[src/rtl/instr_encoder.sv]
// MIPS instruction encoder / program loader: packs symbolic commands into 32-bit words
// and streams them, with incrementing word addresses, into instruction memory via a 2-entry FIFO.
module instr_encoder #(
    parameter int ADDR_W = 6
) (
    input  logic              clk,
    input  logic              rst_n,
    input  logic              start,
    input  logic              finish,
    input  logic              cmd_valid,
    output logic              cmd_ready,
    input  logic [3:0]        cmd_op,
    input  logic [4:0]        cmd_rs,
    input  logic [4:0]        cmd_rt,
    input  logic [4:0]        cmd_rd,
    input  logic [15:0]       cmd_imm,
    input  logic [25:0]       cmd_target,
    output logic              wr_valid,
    input  logic              wr_ready,
    output logic [ADDR_W-1:0] wr_addr,
    output logic [31:0]       wr_data,
    output logic [ADDR_W:0]   count,
    output logic              busy,
    output logic              done,
    output logic              err_illegal
);

    localparam logic [ADDR_W:0] CAP = {1'b1, {ADDR_W{1'b0}}};

    typedef enum logic [1:0] {S_IDLE, S_LOAD, S_DRAIN, S_DONE} state_t;

    state_t            r_state;
    logic [31:0]       r_buf [2];
    logic              r_rdPtr;
    logic              r_wrPtr;
    logic [1:0]        r_occ;
    logic [ADDR_W:0]   r_issued;
    logic [ADDR_W:0]   r_count;
    logic              r_err;

    logic [31:0]       w_word;
    logic              w_legal;
    logic              w_accept;
    logic              w_push;
    logic              w_pop;
    logic [1:0]        w_occNext;
    logic [ADDR_W:0]   w_issuedNext;

    always_comb begin
        w_word = '0;
        case (cmd_op)
            4'd0:    w_word = {6'b100011, cmd_rs, cmd_rt, cmd_imm};
            4'd1:    w_word = {6'b101011, cmd_rs, cmd_rt, cmd_imm};
            4'd2:    w_word = {6'b000000, cmd_rs, cmd_rt, cmd_rd, 5'd0, 6'b100000};
            4'd3:    w_word = {6'b000000, cmd_rs, cmd_rt, cmd_rd, 5'd0, 6'b100010};
            4'd4:    w_word = {6'b000000, cmd_rs, cmd_rt, cmd_rd, 5'd0, 6'b101010};
            4'd5:    w_word = {6'b000000, cmd_rs, cmd_rt, cmd_rd, 5'd0, 6'b011100};
            4'd6:    w_word = {6'b001000, cmd_rs, cmd_rt, cmd_imm};
            4'd7:    w_word = {6'b000100, cmd_rs, cmd_rt, cmd_imm};
            4'd8:    w_word = {6'b000010, cmd_target};
            default: w_word = '0;
        endcase
    end

    // Ready depends only on registered state, so a full FIFO blocks even while it pops.
    assign w_legal   = (cmd_op <= 4'd8);
    assign cmd_ready = (r_state == S_LOAD) && (r_occ != 2'd2) && (r_issued != CAP);
    assign w_accept  = cmd_valid && cmd_ready;
    assign w_push    = w_accept && w_legal;
    assign w_pop     = wr_valid && wr_ready;

    assign wr_valid    = (r_occ != 2'd0);
    assign wr_data     = wr_valid ? r_buf[r_rdPtr] : 32'd0;
    assign wr_addr     = r_count[ADDR_W-1:0];
    assign count       = r_count;
    assign busy        = (r_state == S_LOAD) || (r_state == S_DRAIN);
    assign done        = (r_state == S_DONE);
    assign err_illegal = r_err;

    always_comb begin
        w_occNext = r_occ;
        if (w_push && !w_pop) begin
            w_occNext = r_occ + 2'd1;
        end else if (!w_push && w_pop) begin
            w_occNext = r_occ - 2'd1;
        end
    end

    assign w_issuedNext = r_issued + {{ADDR_W{1'b0}}, w_push};

    always_ff @(posedge clk or negedge rst_n) begin
        if (!rst_n) begin
            r_state  <= S_IDLE;
            r_buf[0] <= '0;
            r_buf[1] <= '0;
            r_rdPtr  <= 1'b0;
            r_wrPtr  <= 1'b0;
            r_occ    <= 2'd0;
            r_issued <= '0;
            r_count  <= '0;
            r_err    <= 1'b0;
        end else begin
            if (w_push) begin
                r_buf[r_wrPtr] <= w_word;
                r_wrPtr        <= ~r_wrPtr;
            end
            if (w_pop) begin
                r_rdPtr <= ~r_rdPtr;
                r_count <= r_count + {{ADDR_W{1'b0}}, 1'b1};
            end
            r_occ    <= w_occNext;
            r_issued <= w_issuedNext;
            if (w_accept && !w_legal) begin
                r_err <= 1'b1;
            end

            // The FIFO is always empty in IDLE/DONE, so clearing counters here loses nothing.
            case (r_state)
                S_IDLE, S_DONE: begin
                    if (start) begin
                        r_state  <= S_LOAD;
                        r_count  <= '0;
                        r_issued <= '0;
                        r_err    <= 1'b0;
                    end
                end
                S_LOAD: begin
                    if (finish || (w_issuedNext == CAP)) begin
                        r_state <= S_DRAIN;
                    end
                end
                S_DRAIN: begin
                    if (w_occNext == 2'd0) begin
                        r_state <= S_DONE;
                    end
                end
                default: r_state <= S_IDLE;
            endcase
        end
    end

endmodule

[config.mk]
export PLATFORM = sky130hd
export DESIGN_NAME = instr_encoder
export DESIGN_NICKNAME = d
export VERILOG_FILES = /design/src/rtl/instr_encoder.sv
export SDC_FILE = /design/constraint.sdc
export NUM_CORES = 1
export LEC_CHECK = 0
export BUFFER_PORTS_ARGS = -buffer_cell sky130_fd_sc_hd__buf_2
export CAP_MARGIN = 20
export CORE_AREA = 4 4 96 143
export DETAILED_ROUTE_END_ITERATION = 8
export DIE_AREA = 0 0 100 147
export PLACE_DENSITY = 0.59
export SLEW_MARGIN = 10
export SYNTH_ARGS = -nofsm -noshare
export SYNTH_HDL_FRONTEND = slang
export SYNTH_SLANG_ARGS = --single-unit
[constraint.sdc]
create_clock -name clk -period 6.2 [get_ports clk]
set_clock_uncertainty 0.05 [all_clocks]
set_input_delay 0.31 -clock clk [delete_from_list [all_inputs] [get_ports clk]]
set_output_delay 0.31 -clock clk [all_outputs]
set_load 0.05 [all_outputs]
Yosys cells after proc, flatten, opt, wreduce, memory -nomap -nowiden. Index checks and enable logic that the tools add are counted. W data, S select, Z words.

Output and inout bits: 50. Bits in registers: 85.

Muxes and demuxes: 22. Equal/unequal tests: 17. Bitwise gates (word level): 4. $lt $le $gt $ge: 4. Add/subtract/negate cells: 4. Reduce and logical (&&, ||, !) cells: 20.

Operators by type and width (number): $pmux W32 S9 (1); $mux W32 (5); $bwmux W64 (1); $mux W7 (5); $demux W32 S1 (1); $eq A4 B3 Y1 const B (4); $mux W2 (5); $logic_and A1 B1 Y1 (9); $eq A4 B2 Y1 const B (2); $add A7 B1 Y7 (1); $add A7 B1 Y7 const B (1); $eq A7 B7 Y1 const B (1); $ne A7 B7 Y1 const B (1); $pmux W2 S3 (1); $eq A2 B2 Y1 const B (2); $eq A4 B1 Y1 const B (1); $eq A4 B4 Y1 const B (1); $ge A2 B2 Y1 const B (2); $le A4 B4 Y1 const B (1); $logic_not A2 Y1 (2); $logic_not A4 Y1 (1); $ne A2 B1 Y1 const B (2); $ne A2 B2 Y1 const B (2); $not A1 Y2 (2); 11 further kinds (17).

Logic depth before layout (Yosys ltp). Gate-level depths: netlist of run 1.

Depth after elaboration: 12. Depth in mapped cells: 13.

Worst setup path before layout of run 1. Ideal clock, no wire load.

Path type: register -> register. Start point: register r_issued[3]. End point: register r_state[1]. Period minus slack after synthesis: 2950 ps. Data required time: 6067 ps. Library setup time: 83 ps. Data arrival time: 2818 ps. Stages on the path, launching flop included: 12. Setup slack: 3250 ps. Path through: dfrtp_1 > clkbuf_1 > nor4b_1 > a2111o_1 > inv_1 > ha_1 > ha_1 > or4_1 > o31a_1 > a211o_1 > a211o_1 > o21ai_0.

Cells in the longest elaborated chain, start to end: 11. Elaborated cells on any way between the ends: 16. Classes of those cells: add/sub (1); eq/ne (4); mux (2); reduce/logical (9).

Ends and longest elaborated chain: start, declared (line 37) `logic [ADDR_W:0] r_issued;`; start signal, assigned (line 112) `r_issued <= w_issuedNext;`; parallel branches: the longest is 10 deep, another holds $add A7 B1 Y7; $reduce_and A3 Y1 (no source line) *; end signal, assigned (line 93) `r_state <= S_IDLE;`; end signal, assigned (line 134) `r_state <= S_DONE;`; end signal, assigned (line 137) `default: r_state <= S_IDLE;`; end, declared (line 32) `state_t r_state;`.

Mark *: on every way between the ends. A chain may end at the register's enable or synchronous reset.

Worst setup path in the final report of run 1.
Start point: register r_issued[3]. End point: register r_state[0].

The elaborated chain is that of the path after synthesis.

==> results of run 1 <==
## worst min-delay path, stage by stage
cell and delay, ns:
buf_2 0.09, a31oi_1 0.06, nor2_1 0.09
## logic make-up (layout without fill, tap and decap cells)
group | count (synthesis) | after routing | synth area share, %
DFF | 81 | 81 | 47.3
AOI/OAI and AO/OA | 119 | 119 | 16.6
and+or+nand+nor | 167 | 167 | 17.2
other | 1 | 1 | 0.0875
adders and majority gates | 8 | 8 | 2.34
buffers and inverters | 53 | 148 | 5.81
xor gates and xnor gates | 14 | 14 | 2.86
muxes | 33 | 33 | 7.77
## registers in the layout, indices dropped and copies added (netlist names)
signal / cells
r_buf: 60
count: 7
r_issued: 7
r_occ: 2
r_state: 2
err_illegal: 1
r_rdPtr: 1
r_wrPtr: 1
## metal layers
layer,part of all wire [%],up-vias,global-route usage (%)
li1,-,1802,-
met1,39,1735,17.1
met2,54,73,27.8
met3,5.2,19,3.23
met4,1.8,0,5.06
met5,0,-,0
## cells in the final DEF (no fill, tap or decap), drive strengths merged, types with 12 or more instances in the layout
cell type / n
clkbuf: 12
nor2b: 15
a21oi: 55
dfrtp: 81
o21ai: 36
mux2i: 31
buf: 120
nand2: 44
nor2: 83
inv: 12
## layout make-up
type / instances / area, µm² / area share [%]
sequential: 81 / 2030 / 38.9
multi-input combinational: 342 / 2020 / 38.6
clock buffer: 12 / 256 / 4.91
tap: 156 / 195 / 3.74
timing repair buffer: 121 / 638 / 12.2
inverter: 12 / 45.0 / 0.863
clock inverter: 3 / 40.0 / 0.767
## path summary, 6_finish.rpt
kind | startpoint | endpoint | depth (start not counted)
hold reg to reg | r_buf[4] | r_buf[4] | 2
max in group asynchronous | rst_n | r_buf[18] | 3
setup reg to reg | r_issued[3] | r_state[0] | 10
hold / removal | cmd_valid | err_illegal | 3
setup / recovery | r_issued[3] | r_state[0] | 10
min in group asynchronous | rst_n | count[5] | 2
## power by group through the flow
stage                     registers (mW)  clock network (mW)  logic [mW]
after floorplan                    0.880                   0        1.18
after global placement             0.919                   0        1.46
after detailed placement           0.933                   0        1.48
after CTS                          0.923               0.547        1.49
after global routing               0.953               0.570        1.59
final                              0.922               0.531        1.47
==> impl_metrics.yaml, run 1 <==
outcome:
  status: "complete, no violations"
clock_network:
  numCtsBuffers: 9
  cts.hold.buffers_added: 0
  clockBufferDepth: 2
  clkSlewWorstSetupHoldPaths_ns: 0.06
  cts_tree: "done"
  insertion_delay_ns: 0.33
  post_cts_buffers: 0
  cts_sinks: 81
  cts_root_buffer: "clkbuf_16"
  htree_num_levels: 3
  ctsResizeCount: 0
pwr:
  power_frac_seq_pct: 31.6
  p_int_mw: 1.49
  p_total_mw: 2.92
  p_comb_share_pct: 50.3
  powerDensity_mw_per_mm2: 560
  swShare_pct: 48.8
  clkPwrFrac_pct: 18.2
  leakagePower_nw: 2.57
  ir_drop_mv: 0.372
  p_switching_mw: 1.43
setup_path:
  crit_path_end_kind: "flip-flop"
  crit_path_max_incr_delay_ns: 0.54
  cp.required_ns: 6.35
  worstPathArrival_ns: 3.65
  cp_max_fo: 12
  crit_buf_inv: 1
  cp-start-kind: "flip-flop"
  critPathTopFamily: "simple AND/OR/NAND/NOR gates"
  crit_slowest_cell: "or4_1"
  crit_path_frequent_cell: "ha_1"
  r2r_slack_ns: 2.69
  path_cells: "nor4b_1 -> a2111o_1 -> inv_1 -> ha_1 -> ha_1 -> or4_1 -> o31a_1 -> a211o_1 -> nor3_1 -> o32ai_1"
  crit_type: "reg2reg"
yosys:
  synth-edff-count: 0
  netlist_top_cells_area: "dfrtp_1, mux2i_1, nor2_1, a21oi_1, o21ai_0"
  syn_nets: 551
  yosysMostFrequentCell: "nor2_1"
  synth_top_area_cell: "dfrtp_1"
  synth_ff_type: "dfrtp_1"
  netlist_area_mm2: 0.00428
  syn-instance-count: 476
  ys_types: 45
  yosysTopAreaCellShare_pct: 47.3
  syn_area_per_cell_um2: 9.00
  yosysSeqAreaShare_pct: 47.3
  ys_async_sr_fraction_pct: 100
  yosysWarnings: 0
  synth-seq-cells: 81
  synthTopCellsByCount: "nor2_1, dfrtp_1, a21oi_1"
floorplan:
  die_y_um: 147
  io_pins: 117
  initial_core_util_pct: 34.4
  fp.dieW_um: 100
  num_rows: 50
  die_area_mm2: 0.0147
  core-area_mm2: 0.0124
sta:
  fin_setup_tns_ns: 0
  max_clock_freq_mhz: 285
  max_slew_margin_pct: 33.7
  setup_viol: 0
  setup_ws_ns: 2.69
  fin_crit_sh_pct: 56.6
  rsz0062_at_grt: "false"
  worst_slew_pin_slew_ns: 0.990
  layout_min_cycle_time_ns: 3.51
  worst_hold_slack_ns: 0.228
  report.final.slew_viol_count: 0
  hold_violations: 0
route:
  num_vias: 3629
  avgRoutedWirePerCell_um: 15.5
  drtAntennaViolNets: 0
  finalWirelength_um: 11300
  viasPerCell: 4.99
  first_pass_iters: 4
  drt_iter0_drc: 129
  drc_errors: 0
final_layout:
  synthToLayoutAreaGrowth_pct: 21.8
  fin_area_mm2: 0.00522
  final_util_pct: 41.9
  finalNetCount: 642
  antenna_cells: 0
  final_cells: 727
  nFillCells: 1272
  drive_gt1_share_pct: 25.2
run:
  maxCapViolCount: 0
placement:
  dpl.cell_count: 709
  io_buffer_count: 115
  routabilityCongestion: 0.761
  post-place-ws_ns: 2.62
  place_area_mm2: 0.00489
  place_hpwl_um: 7980
grt:
  antenna_found_initial: 0
  grt_remaining_overflow: 0
  grt_pass1_wl_um: 17900
  first_global_vias: 3696
  grt_max_degree: 82
  track_usage_pct: 15.1
min_path:
  hold_path.class: "in2reg"
Power figures use the tool's default switching activity.
==> run 2, diff against run 1 <==
- PLACE_DENSITY: 0.59 -> 0.61
- clock period: 6.2 -> 3.2 ns (I/O delays scaled with it)
==> run 2 against run 1 <==
  * Register-to-register slack worse by 2.5 ns
  * Via count up 2.9%
  * Non-clock buffer count up 11
  * Global-route usage rose by 0.26 points
  * Final cell count is 1.7% higher
  * Sequential share of layout area decreased by 1.0 points
  * Worst hold slack got worse by 0.17 ns
  * Sequential power is 82% higher
  * Critical endpoint is now r_state[1]
  * Sequential cell count unchanged
  * Critical path depth up 1
  * Clock power up 100%
  * Wire length decreased by 0.68%
==> impl_metrics.yaml, run 2 (synthesis gave the netlist of run 1 again) <==
final_layout:
  synthToLayoutAreaGrowth_pct: 25.1
  antenna_cells: 0
  mostFrequentLayoutCells: "buf_2, nor2_1, dfrtp_1"
  finalNetCount: 653
  regMostFlops: "r_buf"
  largest_reg_flops: 60
  final_common_cell: "buf_2"
  drive_gt1_share_pct: 28.0
run:
  maxCapViolCount: 0
sta:
  fin_crit_sh_pct: 94.7
  layout_min_cycle_time_ns: 3.03
  worst_slew_pin_slew_ns: 0.816
  max_slew_margin_pct: 45.5
  fin_setup_tns_ns: 0
  max_clock_freq_mhz: 330
  setup_viol: 0
  setup_ws_ns: 0.168
  hold_violations: 0
  report.final.slew_viol_count: 0
  rsz0062_at_grt: "false"
route:
  drc_errors: 0
  num_vias: 3734
  drtAntennaViolNets: 0
  avgRoutedWirePerCell_um: 15.1
  viasPerCell: 5.05
  first_pass_iters: 5
  finalWirelength_um: 11200
  drt_iter0_drc: 198
pwr:
  p_int_mw: 2.97
  ir_drop_mv: 0.486
  clkPwrFrac_pct: 18.9
  p_comb_share_pct: 51.9
  power_frac_seq_pct: 29.3
  powerDensity_mw_per_mm2: 1070
  leakagePower_nw: 2.62
  p_switching_mw: 2.78
  swShare_pct: 48.3
min_path:
  hold_path.class: "in2reg"
  hold_depth: 3
  hold_end: "err_illegal"
  min_from: "cmd_valid"
clock_network:
  cts_tree: "done"
  htree_num_levels: 3
  insertion_delay_ns: 0.33
  clockBufferDepth: 2
  numCtsBuffers: 9
  cts_root_buffer: "clkbuf_16"
  cts_sinks: 81
  clkSlewWorstSetupHoldPaths_ns: 0.06
floorplan:
  num_rows: 50
  fp.dieW_um: 100
  io_pins: 117
  die_area_mm2: 0.0147
  core-area_mm2: 0.0124
  die_y_um: 147
  initial_core_util_pct: 34.4
setup_path:
  cp.required_ns: 3.40
  r2r_slack_ns: 0.17
  r2r_start: "r_occ[1]"
  cp-start-kind: "flip-flop"
  worstPathArrival_ns: 3.23
  cp_max_fo: 5
  rr_endpoint: "r_state[1]"
  crit_path_end_kind: "flip-flop"
  r2r_cells: 11
  crit_type: "reg2reg"
grt:
  antenna_found_initial: 0
  use_met3_pct: 3.09
  top_usage_layer: "met2"
  met2_usage_pct: 27.6
  grt_pass1_wl_um: 18100
  grt_max_degree: 82
  met1_usage_pct: 17.7
  track_usage_pct: 15.4
  grt_remaining_overflow: 0
  first_global_vias: 3714
placement:
  io_buffer_count: 115
  post-place-ws_ns: 0.0152
  routabilityCongestion: 0.780
  place_hpwl_um: 8160
outcome:
  status: "complete, no violations"
## run 2: cell types whose count changed in the layout (fill, tap and decap cells not counted), sizes merged
cell and change:
clkbuf -1, buf +11, clkinv -1, bufinv +1, clkinvlp +2
## run 2: layout make-up
cell class	instances	area, µm²
multi-input combinational	342	2050
fill	1247	7090
sequential	81	2030
clock inverter	5	80.1
timing repair buffer	132	728
inverter	12	45.0
clock buffer	11	233
tap	156	195
## run 2: power groups by stage
stage | clock network, mW | registers (mW) | logic [mW]
2_1_floorplan | 0 | 1.70 | 2.29
3_3_place_gp | 0 | 1.68 | 2.95
3_5_place_dp | 0 | 1.71 | 2.99
4_1_cts | 1.12 | 1.69 | 3.00
5_1_grt | 1.17 | 1.74 | 3.23
6_report | 1.08 | 1.68 | 2.98
## run 2: repair_timing
item / 4_1_cts / 5_1_grt
setup endpoints to repair: 0 / 2
endpoints found under the hold margin: 3 / 0
buffers inserted: 0 / 2
gates resized for setup: 0 / 8
hold buffers: 1 / 0
## run 2: worst max-delay path: stages (launching register included)
cell,delay (ns)
dfrtp_1,0.45
ha_1,0.21
nand2b_1,0.15
a2111o_1,0.37
inv_1,0.10
ha_2,0.20
nand2_1,0.10
or4_1,0.51
o31a_1,0.12
a211o_1,0.31
a211o_1,0.30
o21ai_0,0.07
## run 2: how the worst max path moves through the flow
stage	start	end	slack [ns]	depth (start not counted)
CTS	r_issued[3]	r_state[1]	0.004	10
global placement	r_issued[3]	r_state[1]	0.14	10
floorplan	r_issued[3]	r_state[1]	0.25	11
finish	r_occ[1]	r_state[1]	0.17	11
detailed placement	r_issued[3]	r_state[1]	0.02	10
global route	r_occ[0]	r_state[1]	0.004	12
## run 2: stage by stage
stage	hold slack, ns	cell area [µm²]	utilization [%]	instances	total power [mW]
after CTS	0.0377	5280	42.4	736	5.80
after floorplan	-0.186	4280	-	476	4.00
after detailed placement	0.357	4960	39.8	719	4.69
final	0.0610	5360	43.0	739	5.75
after global routing	0.0598	5360	43.0	739	6.14
after global placement	0.341	4960	39.8	719	4.63
## run 2: layer usage
layer | vias to the layer above | share of wire (%)
met4 | 0 | 2.3
li1 | 1822 | -
met1 | 1782 | 38
met2 | 112 | 54
met5 | - | 0
met3 | 18 | 5.9
==> run 3, diff against run 2 <==
- CORE_AREA: 4 4 96 143 -> 4 4 103 154
- DIE_AREA: 0 0 100 147 -> 0 0 107 158
- PLACE_DENSITY: 0.61 -> 0.55
==> run 3 against run 2 <==
  * Sequential power is 3% higher
  * Sequential cell count stayed put
  * Global-route usage is 1.9 points lower
  * Critical path type unchanged
  * Critical endpoint unchanged
  * Largest cell class unchanged
==> impl_metrics.yaml, run 3 (synthesis gave the netlist of run 1 again) <==
outcome:
  status: "complete, no violations"
route:
  first_pass_iters: 6
  finalWirelength_um: 11600
  drt_iter0_drc: 167
  viasPerCell: 4.70
  drtAntennaViolNets: 0
  drc_errors: 0
  avgRoutedWirePerCell_um: 14.8
  num_vias: 3664
pwr:
  p_switching_mw: 2.78
  swShare_pct: 48.0
  p_int_mw: 3.01
  powerDensity_mw_per_mm2: 1070
  power_frac_seq_pct: 29.8
  clkPwrFrac_pct: 19.3
  p_comb_share_pct: 50.8
  p_total_mw: 5.79
  ir_drop_mv: 0.563
  leakagePower_nw: 2.65
sta:
  rsz0062_at_grt: "false"
  fin_crit_sh_pct: 93.5
  worst_hold_slack_ns: 0.0761
  setup_viol: 0
  report.final.slew_viol_count: 0
  layout_min_cycle_time_ns: 2.99
  max_slew_margin_pct: 65.1
  max_clock_freq_mhz: 334
  setup_ws_ns: 0.208
  worst_slew_pin_slew_ns: 0.523
  fin_setup_tns_ns: 0
  hold_violations: 0
clock_network:
  clockBufferDepth: 2
  clkSlewWorstSetupHoldPaths_ns: 0.06
  cts_root_buffer: "clkbuf_16"
  htree_num_levels: 3
  insertion_delay_ns: 0.33
  cts_sinks: 81
  numCtsBuffers: 9
  cts_tree: "done"
setup_path:
  crit_type: "reg2reg"
  worstPathArrival_ns: 3.14
  r2r_cells: 14
  cp.required_ns: 3.35
  r2r_start: "r_occ[0]"
  crit_path_end_kind: "flip-flop"
  cp-start-kind: "flip-flop"
  r2r_slack_ns: 0.21
  cp_max_fo: 5
  rr_endpoint: "r_state[1]"
placement:
  place_hpwl_um: 8350
  dpl.cell_count: 761
  post-place-ws_ns: 0.00761
  place_area_mm2: 0.00503
  routabilityCongestion: 0.749
  io_buffer_count: 115
min_path:
  min_from: "cmd_valid"
  hold_path.class: "in2reg"
  hold_depth: 3
  hold_end: "err_illegal"
floorplan:
  initial_core_util_pct: 29.6
  core-area_mm2: 0.0145
  die_y_um: 158
  num_rows: 54
  io_pins: 117
  fp.dieW_um: 107
  die_area_mm2: 0.0169
final_layout:
  final_util_pct: 37.6
  antenna_cells: 0
  fin_area_mm2: 0.00543
  regMostFlops: "r_buf"
  finalNetCount: 655
  final_cells: 780
  drive_gt1_share_pct: 27.9
  largest_reg_flops: 60
  mostFrequentLayoutCells: "buf_2, nor2_1, dfrtp_1"
  final_common_cell: "buf_2"
  synthToLayoutAreaGrowth_pct: 26.8
grt:
  first_global_vias: 3653
  grt_pass1_wl_um: 18100
  track_usage_pct: 13.5
  grt_remaining_overflow: 0
  antenna_found_initial: 0
  grt_max_degree: 82
run:
  maxCapViolCount: 0
==> run 3: power groups by stage <==
stage / clock network, mW / registers (mW) / logic, mW
2_1_floorplan: 0 / 1.70 / 2.29
3_3_place_gp: 0 / 1.73 / 2.91
3_5_place_dp: 0 / 1.75 / 2.96
4_1_cts: 1.16 / 1.73 / 2.96
5_1_grt: 1.21 / 1.78 / 3.19
6_report: 1.12 / 1.73 / 2.94
==> run 3: worst max-delay path, stage by stage (launching register included) <==
cell      delay (ns)
dfrtp_1         0.36
inv_1           0.11
ha_1            0.22
nand2b_1        0.15
a2111o_1        0.37
inv_2           0.10
ha_4            0.14
ha_1            0.16
buf_4           0.14
nand3_1         0.12
xor2_2          0.23
a21oi_1         0.09
a211o_1         0.27
a211oi_2        0.24
o21ai_0         0.11
==> run 3: layout make-up <==
type	count	area [µm²]
fillers	1558	9020
clock inverters	3	65.1
flip-flops and latches	81	2030
inverters	12	45.0
repair buffers	134	743
multi-input cells	342	2050
well taps	196	245
clock buffers	12	256
==> run 3: metal layers <==
metal,track usage [%],up-vias,wire (µm)
met4,4.45,0,210
met5,0,-,0
met2,24.8,81,6190
met1,15.8,1748,4700
met3,2.53,14,452
li1,-,1821,-
==> run 3: repair_timing <==
action / 4_1_cts / 5_1_grt
buffers inserted: 0 / 2
pin swaps: 0 / 2
hold buffers: 0 / 1
hold endpoints to repair: 0 / 36
setup endpoints to repair: 1 / 2
gates resized for setup: 1 / 6
==> run 3: how the worst max path moves through the flow <==
stage	startpoint	end	slack (ns)	cells past startpoint
2_1_floorplan	r_issued[3]	r_state[1]	0.25	11
3_3_place_gp	r_issued[3]	r_state[1]	0.13	10
3_5_place_dp	r_issued[3]	r_state[1]	0.008	10
4_1_cts	r_occ[0]	r_state[1]	0.02	14
5_1_grt	r_occ[0]	r_state[1]	0.0005	14
6_report	r_occ[0]	r_state[1]	0.21	14
